**src/rtl/ctrl_pkg.sv**
```systemverilog
// Shared types and encodings for the pipeline control carrier.
package ctrl_pkg;

    // EX operand source selects
    localparam logic [1:0] FWD_RF  = 2'b00;
    localparam logic [1:0] FWD_MEM = 2'b10;
    localparam logic [1:0] FWD_WB  = 2'b01;

    // Decoder ALU classes
    localparam logic [1:0] ALU_ADD   = 2'b00;
    localparam logic [1:0] ALU_RTYPE = 2'b10;
    localparam logic [1:0] ALU_SUB   = 2'b11;

    // Per-instruction control bits carried down the pipe (register numbers travel alongside)
    typedef struct packed {
        logic       alu_src;
        logic [1:0] alu_op;
        logic       reg_write;
        logic       mem_to_reg;
        logic       mem_read;
        logic       mem_write;
    } ctrl_bundle_t;

    localparam ctrl_bundle_t CTRL_BUBBLE = '0;

endpackage

```
**src/rtl/fwd_unit.sv**
```systemverilog
// EX operand forwarding select for one source register; MEM result wins over WB.
module fwd_unit
    import ctrl_pkg::*;
#(
    parameter int unsigned REG_W = 5
) (
    input  logic [REG_W-1:0] src,
    input  logic             mem_reg_write,
    input  logic [REG_W-1:0] mem_wreg,
    input  logic             wb_reg_write,
    input  logic [REG_W-1:0] wb_wreg,
    output logic [1:0]       sel_c
);

    // Pick the youngest in-flight producer of src; $zero is never forwarded
    always_comb begin
        sel_c = FWD_RF;
        if (mem_reg_write && (mem_wreg != '0) && (mem_wreg == src)) begin
            sel_c = FWD_MEM;
        end else if (wb_reg_write && (wb_wreg != '0) && (wb_wreg == src)) begin
            sel_c = FWD_WB;
        end
    end

endmodule

```
**src/rtl/pipe_ctrl.sv**
```systemverilog
// Carries decoder control through EX/MEM/WB, detects stall/flush, and drives forwarding selects.
module pipe_ctrl
    import ctrl_pkg::*;
#(
    parameter int unsigned REG_W = 5
) (
    input  logic             clk_i,
    input  logic             rst_i,
    input  logic             RegDst_i,
    input  logic             ALUSrc_i,
    input  logic             MemtoReg_i,
    input  logic             RegWrite_i,
    input  logic             MemRead_i,
    input  logic             MemWrite_i,
    input  logic             Branch_i,
    input  logic             Jump_i,
    input  logic [1:0]       ALUOp_i,
    input  logic [REG_W-1:0] rs_i,
    input  logic [REG_W-1:0] rt_i,
    input  logic [REG_W-1:0] rd_i,
    input  logic             br_eq_i,
    output logic             ex_ALUSrc_o,
    output logic [1:0]       ex_ALUOp_o,
    output logic             mem_MemRead_o,
    output logic             mem_MemWrite_o,
    output logic             wb_RegWrite_o,
    output logic             wb_MemtoReg_o,
    output logic [REG_W-1:0] wb_wreg_o,
    output logic [1:0]       fwd_a_o,
    output logic [1:0]       fwd_b_o,
    output logic             stall_o,
    output logic             flush_o
);

    ctrl_bundle_t     id_ctrl;
    logic [REG_W-1:0] id_wreg;

    ctrl_bundle_t     ex_ctrl;
    logic [REG_W-1:0] ex_rs, ex_rt, ex_wreg;

    logic             mem_reg_write, mem_mem_to_reg, mem_mem_read, mem_mem_write;
    logic [REG_W-1:0] mem_wreg;

    logic             wb_reg_write, wb_mem_to_reg;
    logic [REG_W-1:0] wb_wreg;

    logic             load_use, br_hazard, ex_hits_id, mem_hits_id;

    // Normalise the ID bundle so non-writing instructions carry no destination
    always_comb begin
        id_ctrl            = CTRL_BUBBLE;
        id_ctrl.alu_src    = ALUSrc_i;
        id_ctrl.alu_op     = ALUOp_i;
        id_ctrl.reg_write  = RegWrite_i;
        id_ctrl.mem_to_reg = RegWrite_i & MemtoReg_i;
        id_ctrl.mem_read   = MemRead_i;
        id_ctrl.mem_write  = MemWrite_i;
        id_wreg            = '0;
        if (RegWrite_i) begin
            id_wreg = RegDst_i ? rd_i : rt_i;
        end
    end

    // Hazard detection and redirect, evaluated against the instruction currently in ID
    always_comb begin
        ex_hits_id  = (ex_wreg != '0) && ((ex_wreg == rs_i) || (ex_wreg == rt_i));
        mem_hits_id = (mem_wreg != '0) && ((mem_wreg == rs_i) || (mem_wreg == rt_i));
        load_use    = ex_ctrl.mem_read & ex_hits_id;
        br_hazard   = Branch_i & ((ex_ctrl.reg_write & ex_hits_id) | (mem_mem_read & mem_hits_id));
        stall_o     = load_use | br_hazard;
        flush_o     = ~stall_o & (Jump_i | (Branch_i & br_eq_i));
    end

    // Shift ID->EX->MEM->WB; a stall injects a bubble into EX while older stages drain
    always_ff @(posedge clk_i) begin
        if (rst_i) begin
            ex_ctrl        <= CTRL_BUBBLE;
            ex_rs          <= '0;
            ex_rt          <= '0;
            ex_wreg        <= '0;
            mem_reg_write  <= 1'b0;
            mem_mem_to_reg <= 1'b0;
            mem_mem_read   <= 1'b0;
            mem_mem_write  <= 1'b0;
            mem_wreg       <= '0;
            wb_reg_write   <= 1'b0;
            wb_mem_to_reg  <= 1'b0;
            wb_wreg        <= '0;
        end else begin
            if (stall_o) begin
                ex_ctrl <= CTRL_BUBBLE;
                ex_rs   <= '0;
                ex_rt   <= '0;
                ex_wreg <= '0;
            end else begin
                ex_ctrl <= id_ctrl;
                ex_rs   <= rs_i;
                ex_rt   <= rt_i;
                ex_wreg <= id_wreg;
            end
            mem_reg_write  <= ex_ctrl.reg_write;
            mem_mem_to_reg <= ex_ctrl.mem_to_reg;
            mem_mem_read   <= ex_ctrl.mem_read;
            mem_mem_write  <= ex_ctrl.mem_write;
            mem_wreg       <= ex_wreg;
            wb_reg_write   <= mem_reg_write;
            wb_mem_to_reg  <= mem_mem_to_reg;
            wb_wreg        <= mem_wreg;
        end
    end

    assign ex_ALUSrc_o    = ex_ctrl.alu_src;
    assign ex_ALUOp_o     = ex_ctrl.alu_op;
    assign mem_MemRead_o  = mem_mem_read;
    assign mem_MemWrite_o = mem_mem_write;
    assign wb_RegWrite_o  = wb_reg_write;
    assign wb_MemtoReg_o  = wb_mem_to_reg;
    assign wb_wreg_o      = wb_wreg;

    fwd_unit #(.REG_W(REG_W)) u_fwd_a (
        .src           (ex_rs),
        .mem_reg_write (mem_reg_write),
        .mem_wreg      (mem_wreg),
        .wb_reg_write  (wb_reg_write),
        .wb_wreg       (wb_wreg),
        .sel_c         (fwd_a_o)
    );

    fwd_unit #(.REG_W(REG_W)) u_fwd_b (
        .src           (ex_rt),
        .mem_reg_write (mem_reg_write),
        .mem_wreg      (mem_wreg),
        .wb_reg_write  (wb_reg_write),
        .wb_wreg       (wb_wreg),
        .sel_c         (fwd_b_o)
    );

endmodule

```
**config.mk**
```make
export PLATFORM = sky130hd
export DESIGN_NAME = pipe_ctrl
export DESIGN_NICKNAME = d
export VERILOG_FILES = /design/src/rtl/ctrl_pkg.sv /design/src/rtl/fwd_unit.sv /design/src/rtl/pipe_ctrl.sv
export SDC_FILE = /design/constraint.sdc
export NUM_CORES = 1
export LEC_CHECK = 0
export ABC_CLOCK_PERIOD_IN_PS = 3800
export BUFFER_PORTS_ARGS = -buffer_cell sky130_fd_sc_hd__buf_2
export CAP_MARGIN = 20
export CORE_MARGIN = 1.5
export CORE_UTILIZATION = 54
export CTS_BUF_LIST = sky130_fd_sc_hd__clkbuf_8
export DETAILED_ROUTE_END_ITERATION = 10
export PLACE_DENSITY = 0.81
export REMOVE_ABC_BUFFERS = 1
export SYNTH_ARGS = -nofsm -noshare
export SYNTH_HDL_FRONTEND = slang
export SYNTH_HIERARCHICAL = 1
export SYNTH_SLANG_ARGS = --single-unit
```
**constraint.sdc**
```tcl
create_clock -name clk_i -period 3.8 [get_ports clk_i]
set_clock_uncertainty 0.15 [all_clocks]
set_input_delay 1.14 -clock clk_i [delete_from_list [all_inputs] [get_ports clk_i]]
set_output_delay 1.14 -clock clk_i [all_outputs]
set_load 0.005 [all_outputs]
```
### Yosys cells after proc, flatten, opt, wreduce, memory -nomap -nowiden

Index checks and enable logic that the tools add are counted.

| word-level totals | value |
|---|---|
| word-level logic and storage cells | 57 |
| output and inout port bits | 18 |
| input port bits | 28 |
| bits in registers | 38 |

| operators by class | value |
|---|---|
| reductions and logical operators | 15 |
| bitwise operators | 12 |
| eq/ne operators | 8 |
| mux-type cells | 5 |

Operators by type and width:

| cell | count |
|---|---|
| $eq A5 B5 Y1 | 8 |
| $reduce_bool A5 Y1 | 3 |
| $logic_and A1 B1 Y1 | 8 |
| $and A1 B1 Y1 | 7 |
| $mux W5 | 1 |
| $mux W2 | 2 |
| $or A1 B1 Y1 | 3 |
| $reduce_or A3 Y1 | 1 |
| $logic_or A1 B1 Y1 | 2 |
| $mux W1 | 2 |
| $not A1 Y1 | 2 |
| $reduce_or A2 Y1 | 1 |

### Depth between registers and ports, before layout

| logic depth | value |
|---|---|
| depth after elaboration | 9 |
| depth in mapped cells | 6 |
| depth with buffers taken out | 5 |

### Modules after synthesis

Netlist, hierarchy kept.

Modules (own cells, without submodules):

| module | seq. area each (um^2) | cells each | area each (um^2) | times used |
|---|---|---|---|---|
| pipe_ctrl | 760.7 | 129 | 1502.7 | 1 |
| fwd_unit | 0.0 | 20 | 151.4 | 2 |

### Worst setup path after synthesis

Ideal clock, no wire load.

| timing | value |
|---|---|
| path type | input port to output port |
| start point | input rt_i[4] |
| end point | output flush_o |
| path slack | 0.288 ns |
| buffers on the path | 1 |
| data required time | 2.510 ns |
| cell stages on the path | 6 |
| arrival time | 2.222 ns |
| path through | xor2_1 -> nor3_1 -> a22oi_1 -> o32ai_4 -> buf_6 -> nor2_1 |

| between the ends | value |
|---|---|
| word-level cells in the longest chain between the ends | 9 |
| elaborated cells on any way between the ends | 14 |
| classes of those cells | eq/ne (2); bitwise (8); reduce/logical (4) |

RTL lines:

| element | line | RTL |
|---|---|---|
| from (decl) | pipe_ctrl.sv:19 | `input logic [REG_W-1:0] rt_i,` |
| $eq A5 B5 Y1, on equally long branches | pipe_ctrl.sv:66, pipe_ctrl.sv:67 |  |
| $logic_or A1 B1 Y1, on equally long branches | pipe_ctrl.sv:66, pipe_ctrl.sv:67 |  |
| $logic_and A1 B1 Y1, on equally long branches | pipe_ctrl.sv:66, pipe_ctrl.sv:67 |  |
| $and A1 B1 Y1 | pipe_ctrl.sv:69 | `br_hazard = Branch_i & ((ex_ctrl.reg_write & ex_hits_id) \| (mem_mem_read & mem_hits_id));` |
| $or A1 B1 Y1 | pipe_ctrl.sv:69 |  |
| $and A1 B1 Y1 | pipe_ctrl.sv:69 |  |
| $or A1 B1 Y1 (*) | pipe_ctrl.sv:70 | `stall_o = load_use \| br_hazard;` |
| net stall_o | pipe_ctrl.sv:31 | `output logic stall_o,` |
| $not A1 Y1 (*) | pipe_ctrl.sv:71 | `flush_o = ~stall_o & (Jump_i \| (Branch_i & br_eq_i));` |
| $and A1 B1 Y1 (*) | pipe_ctrl.sv:71 |  |
| to (decl) | pipe_ctrl.sv:32 | `output logic flush_o` |

The timed path passes the listed nets; every way through them passes the cells marked *.

### Worst setup path after layout

| timing | value |
|---|---|
| start point | input rs_i[2] |
| end point | output flush_o |

| between the ends | value |
|---|---|
| word-level cells in the longest chain between the ends | 9 |
| elaborated cells on any way between the ends | 14 |
| classes of those cells | eq/ne (2); bitwise (8); reduce/logical (4) |

RTL lines:

| element | line | RTL |
|---|---|---|
| from (decl) | pipe_ctrl.sv:18 | `input logic [REG_W-1:0] rs_i,` |
| $eq A5 B5 Y1, on equally long branches | pipe_ctrl.sv:66, pipe_ctrl.sv:67 |  |
| $logic_or A1 B1 Y1, on equally long branches | pipe_ctrl.sv:66, pipe_ctrl.sv:67 |  |
| $logic_and A1 B1 Y1, on equally long branches | pipe_ctrl.sv:66, pipe_ctrl.sv:67 |  |
| $and A1 B1 Y1 | pipe_ctrl.sv:69 |  |
| $or A1 B1 Y1 | pipe_ctrl.sv:69 |  |
| $and A1 B1 Y1 | pipe_ctrl.sv:69 |  |
| $or A1 B1 Y1 (*) | pipe_ctrl.sv:70 |  |
| $not A1 Y1 (*) | pipe_ctrl.sv:71 |  |
| $and A1 B1 Y1 (*) | pipe_ctrl.sv:71 |  |

Mark *: on every way between the ends. The rest lies on a longest branch, timed or not.

==> run metrics <==
Synth cell types=26; hold path start=ex_ctrl[0]; core area=between 3000 and 4000 um2; synth cell count leaders=dfxtp_1 (38), xor2_1 (26), nor2b_1 (16); Cells after DPL=around 250; die width=a little over 60 um; vias in the first global route=around 1400; share of layout cells above drive strength 1=0.367; num ports=46; Final ANT Viol Nets=0; Leak=0.960 nW; most common flop cell mapped by yosys=dfxtp_1; total wire length=between 3 and 4 mm; fmax=273 MHz; H-tree depth=2; RSZ-0062 raised after global routing=false; worst skew pair latency=a little under 0.3 ns; Global Route Usage Sum=0.236; Layout Cells excl Fill=around 260; Pwr Density=380 nW/um2; status=finished, final reports clean; cts repair resizes=0; clk sink count=38; mux share of post-synthesis cell area=0.0277; Final Hold Viols=0; Hold Path Depth=1; fin crit share=0.963; ranking of synthesized cells by area=dfxtp_1 (42%), xor2_1 (13%), nor3b_2 (7.6%); Max Cap Viol=0; final setup vio count=0; Die H=between 60 and 70 um; Adder-Cell Fraction of Synth Area=0; Max Slew Vio Count=0; R2R Path End=ex_rt[4]; leading area contributor after synthesis=dfxtp_1; Most common cell on crit path=buf_2; Initial Util=0.582; compound-cell area share of the yosys netlist=0.0735; # diodes=0; cts hold-fix bufs=0; crit start category=primary input; setup TNS=0 ns; slowest CP cell=o32ai_4; DRC=0; Row Count=20; Crit Path Max Fanout=6; initial antenna violation count=0; Via Count=1391; Ys Warns=6; Post-Synth Simple-Gate Area=0.272; sequential area share after synthesis=0.421; Seq cells post-synth=38; Hold Slack=between 0.2 and 0.3 ns; Setup Crit Path Kind=in -> out; WP data arrival=between 2 and 2.5 ns; xor/xnor share of the synthesized area=0.175; Post-DP HPWL=2.89 mm; area delta synth->final=18.4%; Clock Pin Slew Worst Setup and Hold Paths=~0.06 ns; slowest cell delay on critical path=0.34 ns; Rel. slew slack=0.685; Post-Syn Area=1810 um2; Setup crit end kind=output port; Hold/Removal Path Class=reg -> reg; Reg2Reg Depth=5; I/O Buffers=45; CTS root buf=clkbuf_8; slew at the pin closest to its max-slew limit=0.471 ns; Critical Path RT=roughly 2.5 ns; Synth async-reset ratio=0; cts bufs inserted=5; post-DR wirelength/cell=~15 um; via/cell ratio=between 5 and 6; Placer Congestion=roughly 0.9; postcts setup bufs=0; Tmin final=between 3 and 4 ns; WHS Endpoint=mem_MemWrite_o; DRT iter0 DRCs=28; post-synthesis cell count=about 170; first-pass GRT wire length=6.20 mm; grt total ovfl=0; Post-layout nets=around 240; Synth top area share=0.421; FF-to-FF Start=mem_wreg[1]; maximum root-to-sink buffer count=2; main combinational cell family by area after synthesis=simple AND/OR/NAND/NOR gates; reg2reg setup slack=1.68 ns; number of flops mapped to enable cells by yosys=0; crit path cell chain=buf_2 > xor2_1 > nor3_1 > a22oi_1 > o32ai_4 > nor2_1 > buf_2; full die area=~3700 um2; VDD IR-drop max=around 0.29 mV; DRT Pass-1 Iters=4; CTS tree=done; Avg Cell Area, Syn=10.7 um2; largest net degree at the start of global routing=19; count leader, synth=dfxtp_1
## critical path: cells and delay by family
kind,cells,cell delay [ns]
AOI/OAI and AO/OA,2,0.50
xor gates and xnor gates,1,0.14
and+or+nand+nor,2,0.33
buffers and inverters,2,0.26
## cell type report
class / count / area (um2)
Inverter: 1 / 3.75
Multi-Input combinational cell: 122 / 988
Tap cell: 44 / 55.1
Clock buffer: 6 / 82.6
Timing Repair Buffer: 48 / 248
Fill cell: 263 / 965
Sequential cell: 38 / 761
## cells in the final DEF, fill, tap and decap left out, types with 2 or more instances in the layout
cell	n
nand2_1	4
a22oi_1	2
xnor2_1	10
nor2_1	9
nor3b_2	11
dfxtp_1	38
mux2i_1	5
o41ai_2	2
nor2b_1	16
nor3_2	8
a211oi_2	2
or4_1	2
xor2_1	26
nor3b_1	4
buf_4	3
nor3_1	8
clkbuf_8	6
a21oi_1	4
buf_2	45
nor4_1	2
nand3_1	4
## metrics by stage
| stage | instance area, um2 | utilization | power [W] | setup slack (ns) |
|---|---|---|---|---|
| global route | 2140 | 0.689 | 0.000841 | 0.00495 |
| finish | 2140 | 0.689 | 0.000812 | 0.139 |
| detailed placement | 2060 | 0.663 | 0.000549 | 0.0816 |
| global placement | 2060 | 0.663 | 0.000543 | 0.144 |
| floorplan | 1750 | - | 0.000503 | -0.103 |
| CTS | 2140 | 0.689 | 0.000816 | 0.0827 |
## worst max path at each step
stage / endpoint / slack [ns] / from
2_1_floorplan: flush_o / -0.10 / rt_i[4]
3_3_place_gp: flush_o / 0.14 / rs_i[2]
3_5_place_dp: flush_o / 0.08 / rt_i[4]
4_1_cts: flush_o / 0.08 / rs_i[2]
5_1_grt: flush_o / 0.005 / rs_i[2]
6_report: flush_o / 0.14 / rs_i[2]
## per-layer routing
metal	vias to the layer above	routed length, um	global-route usage
met5	-	0	0
met4	0	91	0.146
met3	10	161	0.0533
met2	46	2050	0.425
met1	668	1570	0.248
li1	667	-	-
## power breakdown
part	switching (W)	internal, W
Sequential	0.0000190	0.000416
Combinational	0.0000520	0.0000544
Clock	0.000131	0.000140
Total	0.000202	0.000610
## logic make-up after synthesis
kind of cell / count (synthesis)
AND/OR/NAND/NOR: 69
buffers and inverters: 9
AO/OA/AOI/OAI: 12
flip-flops: 38
XOR/XNOR: 36
multiplexers: 5
No activity file was read; power rests on OpenSTA's default activity.
